## src/rtl/pattern_rom_sequencer.sv

```systemverilog
`default_nettype none
// ============================================================================
// Module      : pattern_rom_sequencer
// Description : Walks a block memory one bit per TICK_DIV cycles and strobes
//               each captured bit to a downstream pattern detector.
// Revision    : 1.0 - initial release
// ============================================================================
module pattern_rom_sequencer #(
    parameter int TICK_DIV = 100000000,
    parameter int DEPTH    = 16,
    parameter int RD_LAT   = 1
) (
    input  logic       clock_100Mhz,
    input  logic       reset,
    input  logic       start,
    input  logic       pause,
    input  logic       abort,
    input  logic       douta,
    output logic       ena,
    output logic [3:0] addra,
    output logic       bit_out,
    output logic       bit_valid,
    output logic       busy,
    output logic       done,
    output logic [4:0] bits_sent
);

    localparam int                  c_CNT_W     = $clog2(TICK_DIV);
    localparam logic [c_CNT_W-1:0]  c_TICK_LAST = c_CNT_W'(TICK_DIV - 1);
    localparam logic [c_CNT_W-1:0]  c_TICK_ONE  = c_CNT_W'(1);
    localparam logic [4:0]          c_DEPTH     = 5'(DEPTH);
    localparam logic                c_LAT_LAST  = 1'(RD_LAT - 1);

    typedef enum logic [2:0] {
        S_IDLE   = 3'd0,
        S_ISSUE  = 3'd1,
        S_WAIT   = 3'd2,
        S_EMIT   = 3'd3,
        S_GAP    = 3'd4,
        S_FINISH = 3'd5
    } state_t;

    state_t              r_state;
    logic [c_CNT_W-1:0]  r_tick;
    logic                r_lat;
    logic                r_ena;
    logic [3:0]          r_addra;
    logic                r_bit_out;
    logic                r_bit_valid;
    logic                r_busy;
    logic                r_done;
    logic [4:0]          r_bits_sent;

    always_ff @(posedge clock_100Mhz) begin
        if (reset) begin
            r_state     <= S_IDLE;
            r_tick      <= '0;
            r_lat       <= 1'b0;
            r_ena       <= 1'b0;
            r_addra     <= 4'd0;
            r_bit_out   <= 1'b0;
            r_bit_valid <= 1'b0;
            r_busy      <= 1'b0;
            r_done      <= 1'b0;
            r_bits_sent <= 5'd0;
        end else begin
            r_ena       <= 1'b0;
            r_bit_valid <= 1'b0;
            r_done      <= 1'b0;
            if (abort && (r_state != S_IDLE)) begin
                r_state <= S_IDLE;
                r_busy  <= 1'b0;
            end else begin
                case (r_state)
                    S_IDLE: begin
                        if (start) begin
                            r_state     <= S_ISSUE;
                            r_ena       <= 1'b1;
                            r_addra     <= 4'd0;
                            r_bits_sent <= 5'd0;
                            r_tick      <= '0;
                            r_busy      <= 1'b1;
                        end
                    end
                    S_ISSUE: begin
                        r_state <= S_WAIT;
                        r_lat   <= 1'b0;
                        r_tick  <= r_tick + c_TICK_ONE;
                    end
                    S_WAIT: begin
                        r_tick <= r_tick + c_TICK_ONE;
                        if (r_lat == c_LAT_LAST) begin
                            r_state     <= S_EMIT;
                            r_bit_out   <= douta;
                            r_bit_valid <= 1'b1;
                            r_bits_sent <= r_bits_sent + 5'd1;
                        end else begin
                            r_lat <= r_lat + 1'b1;
                        end
                    end
                    S_EMIT: begin
                        r_tick <= r_tick + c_TICK_ONE;
                        if (r_bits_sent == c_DEPTH) begin
                            r_state <= S_FINISH;
                            r_done  <= 1'b1;
                        end else begin
                            r_state <= S_GAP;
                        end
                    end
                    // Pause only freezes here so an issued read always lands.
                    S_GAP: begin
                        if (!pause) begin
                            if (r_tick == c_TICK_LAST) begin
                                r_state <= S_ISSUE;
                                r_ena   <= 1'b1;
                                r_addra <= r_addra + 4'd1;
                                r_tick  <= '0;
                            end else begin
                                r_tick <= r_tick + c_TICK_ONE;
                            end
                        end
                    end
                    S_FINISH: begin
                        r_state <= S_IDLE;
                        r_busy  <= 1'b0;
                    end
                    default: begin
                        r_state <= S_IDLE;
                        r_busy  <= 1'b0;
                    end
                endcase
            end
        end
    end

    assign ena       = r_ena;
    assign addra     = r_addra;
    assign bit_out   = r_bit_out;
    assign bit_valid = r_bit_valid;
    assign busy      = r_busy;
    assign done      = r_done;
    assign bits_sent = r_bits_sent;

endmodule
`default_nettype wire
```

## config.mk

```make
export PLATFORM = sky130hd
export DESIGN_NAME = pattern_rom_sequencer
export DESIGN_NICKNAME = d
export VERILOG_FILES = /design/src/rtl/pattern_rom_sequencer.sv
export SDC_FILE = /design/constraint.sdc
export NUM_CORES = 1
export LEC_CHECK = 0
export BUFFER_PORTS_ARGS = -buffer_cell sky130_fd_sc_hd__buf_2
export CORE_MARGIN = 2
export CORE_UTILIZATION = 55
export CTS_CLUSTER_DIAMETER = 60
export DETAILED_ROUTE_END_ITERATION = 16
export PLACE_DENSITY = 0.77
export SYNTH_ARGS = -nofsm -noshare
export SYNTH_HDL_FRONTEND = slang
export SYNTH_SLANG_ARGS = --single-unit
```

## constraint.sdc

```tcl
create_clock -name clock_100Mhz -period 2.9 [get_ports clock_100Mhz]
set_clock_uncertainty 0.15 [all_clocks]
set_input_delay 0.29 -clock clock_100Mhz [delete_from_list [all_inputs] [get_ports clock_100Mhz]]
set_output_delay 0.29 -clock clock_100Mhz [all_outputs]
set_load 0.02 [all_outputs]
```

# Yosys cells after proc, flatten, opt, wreduce, memory -nomap -nowiden
# Index checks and enable logic that the tools add are counted.
# op_classes
n_eq_ne,10
n_addsub,4
muxes,27
n_bitwise,5
reduce_logical,19
# op_table
cell,count
2-to-1 mux 27 bit,3
one-hot mux 27 bit (3 select lines),1
adder 27 x 1 -> 27 bit (second input constant),1
== test 27 bit (second input constant),1
one-hot mux 3 bit (5 select lines),1
2-to-1 mux 3 bit,4
2-to-1 mux 4 bit,3
AND reduction 4 bit,3
2-to-1 mux 5 bit,2
one-hot mux 5 bit (2 select lines),1
OR reduction 3 bit,3
2-to-1 mux 1 bit,8
inequality test 2 bit (second input constant),4
one-hot mux 4 bit (2 select lines),1
== test 3 x 2 -> 1 bit (second input constant),2
one-hot mux 1 bit (2 select lines),3
nonzero test 2 bit,3
nonzero test 3 bit,2
adder 5 x 1 -> 5 bit (second input constant),1
== test 5 bit (second input constant),1
inverter 1 bit,5
AND reduction 5 bit,1
adder 4 x 1 -> 4 bit (second input constant),1
AND reduction 2 bit,2
8 further kinds,8
# word_totals
regBits,45
in_bits,6

# Longest topological paths before layout
# Gate-level depths: netlist (run 1).
# depth
ltp_word,4
depth_mapped,9
mapped_depth_nobuf,6

# Worst setup path after synthesis (run 1)
# OpenSTA, ideal clock, no wires.
# synth_timing
path_type,register to register
startpoint,reg r_tick[0]
endpoint,reg r_tick[11]
setup_ps,128
setup_slack_ps,597
stages_incl_launch_ff,10
period_less_slack_ps,2303
required_ps,2622
arrival_time_ps,2026
path_cell_list,dfxtp_1 -> ha_1 -> buf_2 -> nor4b_1 -> and4_1 -> clkbuf_1 -> a21boi_1 -> o21bai_2 -> clkbuf_1 -> nor2_1
# synth_between
elab_chain_len,4
word_cells_on_any_way,5
classes_between,add/sub (1); eq/ne (1); mux (3)
# synth_rtl
element,line_no,source
start: declaration,44,logic [c_CNT_W-1:0] r_tick;
start signal: assignment,88,r_tick <= r_tick + c_TICK_ONE;
start signal: assignment,91,r_tick <= r_tick + c_TICK_ONE;
start signal: assignment,102,r_tick <= r_tick + c_TICK_ONE;
adder 27 x 1 -> 27 bit or == test 27 bit (tied branches),-,
2-to-1 mux 27 bit,113,if (r_tick == c_TICK_LAST) begin
2-to-1 mux 27 bit,112,if (!pause) begin
one-hot mux 27 bit (3 select lines) (*),74,case (r_state)
# Mark *: on every way between the ends. The rest lies on a longest branch, timed or not. The select of a mux whose other input is x is not followed.
# A chain may end at the register's enable or synchronous reset.

# Worst setup path after layout (run 1)
# layout_timing
startpoint,reg r_tick[0]
endpoint,reg r_addra[3] (netlist: addra[3])
# layout_between
elab_chain_len,3
# layout_rtl
element,line_no,source
== test 27 bit,113,
inequality test 2 bit (no source line),-,
AND reduction 5 bit (no source line),-,
end signal: assignment,116,r_addra <= r_addra + 4'd1;
end: declaration,47,logic [3:0] r_addra;
# No other way between the ends.

==> out/metrics.cfg, run 1 <==
[synthesis]
synthCells=259
ys_types=46
syn-num-nets=269
avgSynthCellArea_um2=8.52
ys_seq_area_share_pct=39.9
synth_area_mm2=0.00221
synth_warnings=0
ys_ff_latch=44

[clocking]
cts_tree=done
hold_buffers=0
clkLatencyLatePin_ps=300
clock_path_buffers=2
clk_pin_slew_ps=80
numCtsBuffers=5
postCtsSetupBuffers=0
postCtsResizedCells=0
cts.sinks=44
htreeDepth=2
cts_root_buf=clkbuf_8

[placement]
place_hpwl_mm=3.11
place_congestion=0.804
portBuffers=19
place_ws_ps=565

[floorplan]
rows=23
core_area_mm2=0.00394
die_h_um=67.3
die_w_um=67.3
dieArea_mm2=0.00453
boundaryPins=20
start_util_pct=56.0

[setup_path]
critPathLaunchType=register
cp_data_arrival_time_ps=2440
critical_path_required_ps=2980
critPathCaptureType=register
crit_fanout=7
worstSetupPathType=reg2reg

[final_layout]
n_antenna_cell=0
syn2layout_area_growth_pct=8.51
nFillCells=346
layout_common_cells=dfxtp_1 (44), nor2_1 (33), a21oi_1 (19), buf_2 (19), nand2_1 (18)
multi_input_area_mm2=0.00122
layout_commonest_cell=dfxtp_1
nets=286
seqCellArea_um2=881
fin_util_pct=60.7
drive_gt1_share_pct=13.8

[timing]
setup_violations=0
rsz0062_at_grt=false
timing.hold.ws_ps=71.5
setup_tns_ps=0
final.setup.worst_slack_ps=545
relSlewSlack_pct=65.1
hold_viol_final=0
period_share_pct=81.2
min_period_ps=2350
tightest_slew_ps=519
max_freq_mhz=425
drv_slew=0

[routing]
drt_iter0_drc=85
num_vias=1884
drt-total-wl_mm=4.38
via_per_inst=5.78
remaining_drc_errors=0
ant_nets=0
wl_per_cell_um=13.4
drt_first_pass_iters=4

[power]
power_density_mw_per_mm2=446
clkPwrFrac_pct=34.0
switching_power_uw=264
leakage_nw=0.830
ir_drop_mv=0.266
internal_power_uw=804
switching_share_pct=24.7
power.share.combinational_pct=7.9
pwr-share-seq_pct=58.1
finalPower_mw=1.07

[global_routing]
antenna_found_initial=0
grt_pass1_vias=1621
grt_max_degree=28
overflow=0
grt_use_total_pct=21.1
grt_pass1_wl_mm=7.23

[min_path]
hold_path_class=in2reg

[run_status]
status=finished, final reports clean

[run]
cap_viol_max_count=0

[per-stage QoR]
| step | std cells | area (um2) |
|---|---|---|
| after global routing | 326 | 2390 |
| final | 326 | 2390 |
| after global placement | 319 | 2320 |
| after floorplan | 259 | 2210 |
| after detailed placement | 319 | 2320 |
| after CTS | 326 | 2390 |
[registers in the layout, indices dropped and copies added, names as in the netlist]
signal	cells
bit_out	1
r_state	3
addra	4
bit_valid	1
r_tick	27
done	1
bits_sent	5
ena	1
busy	1
[worst max-delay path, stage by stage (launching register included)]
cell      delay [ps]
dfxtp_1          400
ha_1             190
nor4b_1          310
and4_1           350
a21boi_1         190
or4_1            550
a21oi_1          150
[path summary, 6_finish.rpt]
kind | start | depth (start not counted) | slack [ps] | end
setup / recovery | r_tick[0] | 6 | 550 | addra[3]
hold / removal | douta | 3 | 70 | bit_out
setup reg to reg | r_tick[0] | 6 | 550 | addra[3]
hold reg to reg | addra[3] | 2 | 340 | addra[3]
[Yosys cell counts (all sizes together)]
| cell type | count | area [um2] |
|---|---|---|
| dfxtp | 44 | 881 |
| nor2 | 33 | 124 |
| a21oi | 19 | 95.1 |
| nand2 | 18 | 67.6 |
| o21ai | 15 | 75.1 |
| nand3 | 13 | 65.1 |
| xor2 | 11 | 96.3 |
| nand4 | 9 | 56.3 |
| or3 | 9 | 61.3 |
| clkbuf | 8 | 30.0 |
| xnor2 | 8 | 70.1 |
| and4 | 6 | 52.6 |
| buf | 6 | 55.1 |
| nor4 | 5 | 37.5 |
| nor4b | 5 | 50.0 |
| ha | 4 | 50.1 |
| inv | 4 | 15.0 |
| nand2b | 4 | 25.0 |
| nor3 | 4 | 20.0 |
| o31ai | 4 | 30.0 |
| or4 | 4 | 30.0 |
| a21boi | 3 | 22.5 |
| and3 | 3 | 18.8 |
| nor3b | 3 | 33.8 |
| or4b | 3 | 30.0 |
| mux2i | 2 | 20.0 |
| a211oi | 1 | 7.51 |
| a21o | 1 | 7.51 |
| a221o | 1 | 10.0 |
| a221oi | 1 | 8.76 |
| a31oi | 1 | 6.26 |
| and2 | 1 | 6.26 |
| and4b | 1 | 10.0 |
| nand3b | 1 | 7.51 |
| nor2b | 1 | 6.26 |
| o21bai | 1 | 11.3 |
| o22ai | 1 | 6.26 |
| or2 | 1 | 6.26 |
[routing by layer]
metal  part of all wire (%)  track usage, %  vias to the layer above
met5                      0               0                        -
met4                    1.7            8.67                        0
met3                    4.3            5.50                        7
met2                     44            31.7                       27
met1                     50            28.7                      882
li1                       -               -                      968
[cell families after synthesis]
family                     synth area share [%]
AOI/OAI and AO/OA                          12.7
xor gates and xnor gates                   7.54
adders and majority gates                  2.27
buffers and inverters                      4.54
DFF                                        39.9
muxes                                     0.908
and+or+nand+nor                            32.1
[cell type report]
class	instances	area share (%)
inverter	4	0.627
clock buffer	6	3.03
timing repair buffer	24	5.54
clock inverter	1	0.209
sequential	44	36.8
tap	50	2.61
multi-input combinational	197	51.2
[power by group through the flow]
stage               combinational [mW]  clock (mW)  sequential (mW)
floorplan                       0.0640           0            0.633
CTS                             0.0838       0.372            0.620
global route                    0.0937       0.397            0.621
detailed placement              0.0837           0            0.634
global placement                0.0823           0            0.634
finish                          0.0848       0.363            0.620
Power figures use the tool's default switching activity.
==> inputs of run 2 (changes only) <==
- CORE_UTILIZATION: 55 -> 53
- clock period: 2.9 -> 1.9 ns (I/O delays scaled with it)
==> out/metrics.cfg, run 2 (synthesis gave the netlist of run 1 again) <==
[routing]
drt_iter0_drc=142  ; +67%
wl_per_cell_um=14.3  ; +6.2%
ant_nets=0  ; unchanged
drt-total-wl_mm=5.51  ; +26%
drt_first_pass_iters=4  ; unchanged
remaining_drc_errors=0  ; unchanged
num_vias=2177  ; +16%
via_per_inst=5.64  ; -2.4%

[run]
cap_viol_max_count=0  ; unchanged

[clocking]
cts_tree=done
clkLatencyLatePin_ps=290  ; about the same
cts_root_buf=clkbuf_8
htreeDepth=2  ; unchanged
numCtsBuffers=5  ; unchanged
cts.sinks=44  ; unchanged
clk_pin_slew_ps=80  ; about the same
clock_path_buffers=2  ; unchanged

[floorplan]
rows=23  ; unchanged
boundaryPins=20  ; unchanged
die_w_um=68.5  ; +1.8%
core_area_mm2=0.00400  ; +1.5%
dieArea_mm2=0.00469  ; +3.6%
start_util_pct=55.1  ; -0.81 points
die_h_um=68.5  ; +1.8%

[setup_path]
critical_path_required_ps=1980  ; -1000 ps
cp_data_arrival_time_ps=2130  ; -310 ps
crit_family=simple AND/OR/NAND/NOR gates
slowest_stage=or4_1
critPathLaunchType=register
critPathCaptureType=register
worstSetupPathType=reg2reg
crit_chain=nor4b_1 -> and4_4 -> a21boi_4 -> or4_1 -> a21oi_1
max_stage_delay_ps=490  ; -60 ps
crit_buf_inv=0  ; unchanged
crit_fanout=4  ; -3

[final_layout]
final_cell_area_mm2=0.00305  ; +28%
seqCellArea_um2=901  ; +2.3%
n_antenna_cell=0  ; unchanged
nets=345  ; +21%
multi_input_area_mm2=0.00137  ; +12%
drive_gt1_share_pct=37.2  ; +23 points
largest_reg_flops=27  ; unchanged
layout_common_cells=buf_4 (57), nor2_1 (33), dfxtp_1 (32), buf_2 (19), nand2_1 (17)
nFillCells=268  ; -23%
syn2layout_area_growth_pct=38.5
layout_commonest_cell=buf_4
largest_register=r_tick

[global_routing]
grt_max_degree=23  ; -18%
grt_use_total_pct=24.8  ; +3.7 points
grt_pass1_wl_mm=8.71  ; +21%
antenna_found_initial=0  ; unchanged
overflow=0  ; unchanged
grt_pass1_vias=2001  ; +23%

[timing]
min_period_ps=2050  ; -309 ps
final.setup.worst_slack_ps=-146  ; -691 ps
rsz0062_at_grt=true
setup_violations=32  ; +32
setup_tns_ps=-1670  ; -1670 ps
drv_slew=0  ; unchanged
relSlewSlack_pct=70.4  ; +5.3 points
tightest_slew_ps=439  ; -80.9 ps
max_freq_mhz=489  ; +15%
period_share_pct=108  ; +26 points
hold_viol_final=0  ; unchanged

[min_path]
hold_path_class=in2reg

[placement]
place_congestion=0.875  ; +8.8%
place_hpwl_mm=3.80  ; +22%
portBuffers=19  ; unchanged
dpl_cell_area_mm2=0.00275  ; +19%

[power]
leakage_nw=1.18  ; +42%
power_density_mw_per_mm2=578  ; +30%
ir_drop_mv=0.382  ; +44%

[run_status]
status=complete, but fails checks
violations=negative setup slack

## run 2: cell count changes in the layout (fill, tap and decap cells not counted), moves of 4 or more
cell	previous run	this run
buf_4	5	57
a21oi_2	0	4
dfxtp_2	0	10
buf_6	0	4
a21oi_1	19	15
dfxtp_1	44	32
## run 2: repair_timing
| item | 4_1_cts | 5_1_grt |
|---|---|---|
| resized for setup | 13 | 21 |
| endpoints found under the setup margin | 30 | 34 |
| buffers inserted | 4 | 4 |
| endpoints found under the hold margin | 1 | 0 |
| hold buffers | 1 | 0 |
| pin swaps | 7 | 9 |
| cloned | 0 | 0 |
## run 2: power breakdown
group	switching (mW)	internal, mW
clock network	0.302	0.297
logic	0.118	0.106
registers	0.0110	0.931
## run 2: path summary, 6_finish.rpt
check / start / to / slack, ps / cells past startpoint
min: reset / bits_sent[0] / 90 / 2
max reg2reg: r_tick[17] / addra[3] / -150 / 5
max: r_tick[17] / addra[3] / -150 / 5
min reg2reg: r_tick[25] / r_tick[25] / 360 / 2
## run 2: cell type report
cell class	count	share of cell area [%]
multi-input cells	197	44.8
inverters	4	0.492
repair buffers	83	20.2
clock buffers	8	2.95
flip-flops and latches	44	29.5
well taps	50	2.05
## run 2: layer usage
layer	vias up	wire [um]	global-route usage [%]
li1	1087	-	-
met1	1032	2530	31.4
met2	50	2680	42.9
met3	8	235	4.87
met4	0	67	6.75
met5	-	0	0
## run 2: per-stage QoR
| stage | power [mW] | util (%) | hold slack [ps] | cells | worst slack (ps) |
|---|---|---|---|---|---|
| 5_1_grt | 1.83 | 76.4 | 94.7 | 386 | -242 |
| 3_3_place_gp | 1.15 | 68.8 | 273 | 369 | -93.9 |
| 6_report | 1.77 | 76.4 | 86.3 | 386 | -146 |
| 2_1_floorplan | 1.09 | - | 109 | 259 | -194 |
| 4_1_cts | 1.76 | 73.3 | 70.7 | 382 | -87.1 |
| 3_5_place_dp | 1.15 | 68.8 | 294 | 369 | -145 |
==> inputs of run 3 (changes only) <==
==> constraint.sdc (replaced) <==
create_clock -name clock_100Mhz -period 1.9 [get_ports clock_100Mhz]
set_clock_uncertainty 0.15 [all_clocks]
set_input_delay 0.095 -clock clock_100Mhz [delete_from_list [all_inputs] [get_ports clock_100Mhz]]
set_output_delay 0.095 -clock clock_100Mhz [all_outputs]
set_load 0.02 [all_outputs]
==> out/metrics.cfg, run 3 (synthesis gave the netlist of run 1 again) <==
[clocking]
cts.sinks=44  ; unchanged
numCtsBuffers=5  ; unchanged
clk_pin_slew_ps=80  ; about the same
cts_root_buf=clkbuf_8
clkLatencyLatePin_ps=300  ; about the same
clock_path_buffers=2  ; unchanged
htreeDepth=2  ; unchanged
cts_tree=done

[routing]
ant_nets=0  ; unchanged
drt-total-wl_mm=6.28  ; +14%
drt_first_pass_iters=4  ; unchanged
num_vias=2216  ; +1.8%
via_per_inst=5.76  ; +2.1%
remaining_drc_errors=0  ; unchanged
drt_iter0_drc=113  ; -20%
wl_per_cell_um=16.3  ; +14%

[setup_path]
critPathCaptureType=register
worstSetupPathType=reg2reg
cp_data_arrival_time_ps=2100  ; -30 ps
crit_fanout=8  ; +4
critical_path_required_ps=1950  ; -30 ps
critPathLaunchType=register

[global_routing]
grt_max_degree=28  ; +22%
grt_pass1_vias=2078  ; +3.8%
grt_pass1_wl_mm=9.36  ; +7.4%
grt_use_total_pct=26.6  ; +1.8 points
overflow=0  ; unchanged
antenna_found_initial=0  ; unchanged

[final_layout]
drive_gt1_share_pct=39.1  ; +1.9 points
syn2layout_area_growth_pct=41.4
n_antenna_cell=0  ; unchanged
largest_register=r_tick
nFillCells=263  ; -1.9%
layout_commonest_cell=buf_4
largest_reg_flops=27  ; unchanged
nets=344  ; -0.29%
layout_common_cells=buf_4 (53), dfxtp_1 (33), nor2_1 (32), buf_2 (19), nand2_1 (16)
final_cell_area_mm2=0.00312  ; +2.1%

[timing]
setup_violations=18  ; -44%
timing.hold.ws_ps=19.7  ; -66.6 ps
tightest_slew_ps=583  ; +145 ps
period_share_pct=108  ; +0.24 points
max_freq_mhz=488  ; -0.22%
rsz0062_at_grt=true
final.setup.worst_slack_ps=-151  ; -4.54 ps
relSlewSlack_pct=60.8  ; -9.6 points
drv_slew=0  ; unchanged
hold_viol_final=0  ; unchanged
setup_tns_ps=-1440  ; +231 ps
min_period_ps=2050  ; +4.54 ps

[power]
internal_power_mw=1.34  ; +0.26%
leakage_nw=1.19  ; +0.56%
pwr-share-seq_pct=52.5  ; -0.9 points
ir_drop_mv=0.523  ; +37%
switching_share_pct=25.3  ; +0.88 points
clkPwrFrac_pct=34.2  ; +0.3 points
switching_power_uw=453  ; +5.1%
power_density_mw_per_mm2=574  ; -0.68%
power.share.combinational_pct=13.3  ; +0.6 points

[run_status]
status=complete, but fails checks
violations=negative setup slack

[floorplan]
rows=23  ; unchanged
start_util_pct=55.1  ; unchanged
dieArea_mm2=0.00469  ; unchanged
die_w_um=68.5  ; unchanged
boundaryPins=20  ; unchanged
die_h_um=68.5  ; unchanged
core_area_mm2=0.00400  ; unchanged

[placement]
portBuffers=19  ; unchanged
place_ws_ps=-214  ; -68.9 ps
place_congestion=0.836  ; -4.5%
place_hpwl_mm=3.77  ; -0.62%
dpl_cell_area_mm2=0.00274  ; -0.36%

[min_path]
hold_path_class=in2reg

[run]
cap_viol_max_count=0  ; unchanged

==> run 3: power by group through the flow <==
stage                     combinational [mW]  sequential [mW]  clock (mW)
after floorplan                        0.120            0.967           0
after global placement                 0.187            0.962           0
after detailed placement               0.188            0.963           0
after CTS                              0.214            0.939       0.610
after global routing                   0.254            0.940       0.640
final                                  0.239            0.939       0.612
==> run 3: cell type report <==
cell class | instances | area [um2] | share of cell area, %
multi-input combinational | 198 | 1430 | 46.0
sequential | 44 | 907 | 29.1
timing repair buffer | 81 | 611 | 19.6
clock buffer | 8 | 90.1 | 2.89
tap | 50 | 62.6 | 2.01
inverter | 4 | 15.0 | 0.481
==> run 3: worst max-delay path, stage by stage, from the launching register on <==
cell	delay, ps
dfxtp_4	380
or2_4	270
a221oi_2	470
buf_4	190
buf_4	150
nor4_1	80
xnor2_1	200
nor2_1	70
==> run 3: worst paths after layout <==
path | slack [ps] | cells after the start | end | from
setup / recovery | -150 | 7 | r_tick[11] | r_state[1]
hold / removal | 20 | 3 | ena | start
setup reg to reg | -150 | 7 | r_tick[11] | r_state[1]
hold reg to reg | 340 | 2 | busy | busy
==> run 3: what timing repair did <==
item,CTS,global route
pin swaps,13,28
hold endpoints to repair,6,0
resized for setup,22,32
cloned,0,1
endpoints found under the setup margin,34,35
buffers inserted,5,4
hold buffers,3,0
==> run 3: per-layer routing <==
layer  vias up  routed length (um)  track usage, %
li1       1087                   -               -
met1      1065                2680            32.0
met2        47                3160            43.9
met3        17                 270            7.47
met4         0                 165            12.0
met5         -                   0               0
==> run 3: through the flow <==
step / util [%] / power, mW / cells
6_report: 78.0 / 1.79 / 385
5_1_grt: 78.0 / 1.83 / 385
4_1_cts: 74.4 / 1.76 / 382
3_5_place_dp: 68.5 / 1.15 / 366
3_3_place_gp: 68.5 / 1.15 / 366
2_1_floorplan: - / 1.09 / 259
